`config.mk`:
```
export PLATFORM = sky130hd
export DESIGN_NAME = stream_demux_n
export DESIGN_NICKNAME = d
export VERILOG_FILES = /design/src/rtl/stream_demux_n.sv
export SDC_FILE = /design/constraint.sdc
export NUM_CORES = 1
export LEC_CHECK = 0
export ABC_AREA = 1
export CORE_AREA = 2 2 104 106
export DETAILED_ROUTE_END_ITERATION = 8
export DIE_AREA = 0 0 106 108
export PLACE_DENSITY_LB_ADDON = 0.1
export SLEW_MARGIN = 40
export SYNTH_ARGS = -nofsm -noshare
export SYNTH_HDL_FRONTEND = slang
export SYNTH_SLANG_ARGS = --single-unit
```
`constraint.sdc`:
```
create_clock -name clk -period 1.4 [get_ports clk]
set_input_delay 0.28 -clock clk [delete_from_list [all_inputs] [get_ports clk]]
set_output_delay 0.28 -clock clk [all_outputs]
set_load 0.005 [all_outputs]
```
`src/rtl/stream_demux_n.sv`:
```
// stream_demux_n: registered 1-to-NUM_CH valid/ready stream demux with broadcast and saturating drop count
module stream_demux_n #(
    parameter int DATA_W = 8,
    parameter int NUM_CH = 8,
    parameter int CNT_W = 8,
    localparam int SEL_W = $clog2(NUM_CH)
) (
    input  logic                     clk,
    input  logic                     rst_n,
    input  logic                     in_valid,
    output logic                     in_ready,
    input  logic [DATA_W-1:0]        in_data,
    input  logic [SEL_W-1:0]         in_sel,
    input  logic                     in_bcast,
    output logic [NUM_CH-1:0]        out_valid,
    input  logic [NUM_CH-1:0]        out_ready,
    output logic [NUM_CH*DATA_W-1:0] out_data,
    output logic [CNT_W-1:0]         drop_cnt
);
    logic [NUM_CH-1:0]        w_hit;
    logic [NUM_CH-1:0]        w_free;
    logic [NUM_CH-1:0]        w_load;
    logic                     w_sel_ok;
    logic                     w_acc;
    logic                     w_drop;
    logic [NUM_CH-1:0]        r_valid;
    logic [NUM_CH*DATA_W-1:0] r_data;
    logic [CNT_W-1:0]         r_cnt;

    // one-hot decode of in_sel; an out-of-range select decodes to all zeros
    always_comb begin
        w_hit = '0;
        for (int i = 0; i < NUM_CH; i++) w_hit[i] = in_sel == SEL_W'(i);
    end

    assign w_free   = ~r_valid | out_ready;
    assign w_sel_ok = |w_hit;
    assign in_ready = rst_n && (in_bcast ? &w_free : (!w_sel_ok || |(w_free & w_hit)));
    assign w_acc    = in_valid && in_ready;
    assign w_load   = w_acc ? (in_bcast ? '1 : w_hit) : '0;
    assign w_drop   = w_acc && !in_bcast && !w_sel_ok;

    // per-channel one-entry registers; a load beats a same-cycle drain
    always_ff @(posedge clk) begin
        if (!rst_n) begin
            r_valid <= '0;
            r_data  <= '0;
        end else begin
            for (int i = 0; i < NUM_CH; i++) begin
                if (w_load[i]) begin
                    r_valid[i]                  <= 1'b1;
                    r_data[i*DATA_W +: DATA_W] <= in_data;
                end else if (out_ready[i]) begin
                    r_valid[i] <= 1'b0;
                end
            end
        end
    end

    // saturating count of accepted out-of-range unicasts
    always_ff @(posedge clk) begin
        if (!rst_n) r_cnt <= '0;
        else if (w_drop && r_cnt != '1) r_cnt <= r_cnt + 1'b1;
    end

    assign out_valid = r_valid;
    assign out_data  = r_data;
    assign drop_cnt  = r_cnt;
endmodule

```
==> flow_metrics.tcl <==
set metrics [dict create \
    max_freq_mhz 571 \
    layout_commonest_cell "nand2_1" \
    hold_viol 0 \
    worstReg2RegStart "out_valid[3]" \
    nets 688 \
    outcome "finished, violations left" \
    p_sw_mw 1.45 \
    slew_viol_final 0 \
    gr-total-overflow 0 \
    die-width_um 106 \
    synthTopCellsByArea "dfxtp_1 45%, nand2_1 17%, nor2_1 14%, inv_1 8.8%, nand4_2 2.8%" \
    drv_cap 0 \
    power_density_nw_per_um2 947 \
    register_area_um2 1660 \
    skew_ps 7.60 \
    yosys_warnings 0 \
    cp_data_required_time_ps 1120 \
    whs_ps 345 \
    setup_viol 73 \
    met2WireLength_um 4790 \
    crit_slowest_cell "dfxtp_2" \
    relSlewSlack_pct 48.4 \
    area_delta_synth_final_pct 57.7 \
    io_buffers 103 \
    syn_nets 543 \
    finalNonFillerCells 805 \
    timing.final.crit_period_ps 1750 \
    viasPerCell 4.26 \
    grt_usage_pct 18.3 \
    postSynthCellCount 520 \
    synth_area_um2 3530 \
    crit_path_start_kind "register" \
    drive_gt1_share_pct 26.8 \
    fin_util_pct 54.4 \
    worst_slew_pin_slew_ps 774 \
    routabilityCongestion 0.826 \
    crit_arrival_ps 1470 \
    num_rows 37 \
    vdd_drop_max_v 0.000485 \
    dieArea_um2 11400 \
    first_pass_iters 4 \
    grt_pass1_vias 3218 \
    wl_um 10200 \
    ys_seq_area_share_pct 45.4 \
    rsz0062_at_grt "true" \
    cts_tree "yes" \
    wl_met3_um 673 \
    cts_buffers 9 \
    fp.dieH_um 108 \
    multi_input_area_um2 1560 \
    violations "negative setup slack" \
    cpMostUsedCell "buf_6" \
    clock-sinks 80 \
    ys_ff_latch 80 \
    ys_types 21 \
    avgRoutedWirePerCell_um 12.7 \
    clockBufferDepth 2 \
    end_kind "output port" \
    intPower_mw 3.82 \
    crit_start "out_valid[3]" \
    clock_latency_ps 350 \
    hold_class "primary input to register" \
    cts_root_buf "clkbuf_8" \
    setup_tns_ps -16580 \
    met1_length_um 4650 \
    finalCritPeriodShare_pct 125 \
    grt_max_degree 73 \
    antenna_cells 0 \
    coreArea_um2 10200 \
    synth_top_area_share_pct 45.4 \
    power_mw 5.27 \
    dpl.cell_count 766 \
    cts_max_level 3 \
    final_cell_mix "133 x nand2_1, 129 x nor2_1, 86 x dlygate4sd2_1, 83 x inv_1, 48 x dfxtp_2" \
    grt_pass1_wl_um 16300 \
    worstHoldStart "out_ready[6]" \
    seq_power_share_pct 47.1 \
    path_cells "nand2_2 > buf_6 > nand4_1 > nand2_1 > nor2_2 > nand3_4 > and2_4 > buf_6" \
    antenna_found_initial 1 \
    power_frac_clock_pct 32.6 \
    p_comb_share_pct 20.3 \
    crit_path_max_fanout 2 \
    p_leak_nw 3.15 \
    num_vias 3430 \
    start_util_pct 34.5 \
    syn_area_per_cell_um2 6.79 \
    ant_nets 0 \
    fin_ws_ps -352 \
    path_clk_slew_ps 80 \
    remaining_drc_errors 0 \
    drt_iter0_markers 112 \
    top_layer_used "met5" \
    swShare_pct 27.6 \
    cp_slowest_stage_delay_ps 340 \
    critPathKind "register to output port" \
    fillers 1038 \
    place.detailed.hpwl_um 6380 \
    synth_area_leader_cell "dfxtp_1" \
    num_io_pins 104 \
]
cell type report:
cell class,instances,area share (%)
Clock buffer,10,2.47
Multi-Input combinational cell,330,27.9
Inverter,85,5.73
Clock inverter,5,1.03
Timing Repair Buffer,159,29.9
Tap cell,136,3.06
Sequential cell,80,29.8
what timing repair did:
| item | 4_1_cts | 5_1_grt |
|---|---|---|
| hold buffers | 0 | 0 |
| buffers inserted | 16 | 2 |
| gates resized for setup | 193 | 24 |
| gates cloned | 6 | 2 |
| pin swaps | 11 | 16 |
| endpoints found under the setup margin | 153 | 74 |
worst max-delay path: cells and delay by family (launching register included):
kind	cells	cell delay [ps]
AND/OR/NAND/NOR	6	560
flip-flops	1	340
buffers and inverters	2	230
sequential cells by signal, summed over array words and instances, names as in the netlist:
signal,count
drop_cnt,8
out_data,64
out_valid,8
path summary, 6_finish.rpt:
| check | end | slack, ps | cells past startpoint |
|---|---|---|---|
| min | out_valid[6] | 340 | 4 |
| max | in_ready | -350 | 8 |
| min reg2reg | drop_cnt[7] | 430 | 2 |
| max reg2reg | out_data[2] | -300 | 13 |
stage by stage:
step | area, um^2 | worst slack, ps
floorplan | 3530 | -142
global placement | 4870 | -897
detailed placement | 4870 | -910
CTS | 5460 | -375
global route | 5570 | -440
finish | 5570 | -352
cell families after synthesis:
family	synth area share [%]
buffers and inverters	15.4
DFF	45.4
AOI/OAI and AO/OA	2.02
and+or+nand+nor	37.2
per-layer routing:
metal / vias to the layer above / track usage [%]
met3: 10 / 4.52
met5: - / 0
li1: 1799 / -
met1: 1528 / 23.9
met4: 2 / 5.45
met2: 91 / 30.0
synthesized netlist by cell type (all sizes together):
cell      n
a21oi    10
nand4    10
nand2   164
clkbuf    5
inv      85
dfxtp    80
nor2    137
nand3     6
buf      20
o21ai     2
and2      1
power groups by stage:
stage	clock, mW	combinational (mW)	sequential, mW
5_1_grt	1.86	1.19	2.50
4_1_cts	1.76	1.04	2.48
6_report	1.72	1.07	2.48
3_5_place_dp	0	0.952	2.53
3_3_place_gp	0	0.942	2.52
2_1_floorplan	0	0.450	2.53
(Power assumes the default switching activity.)
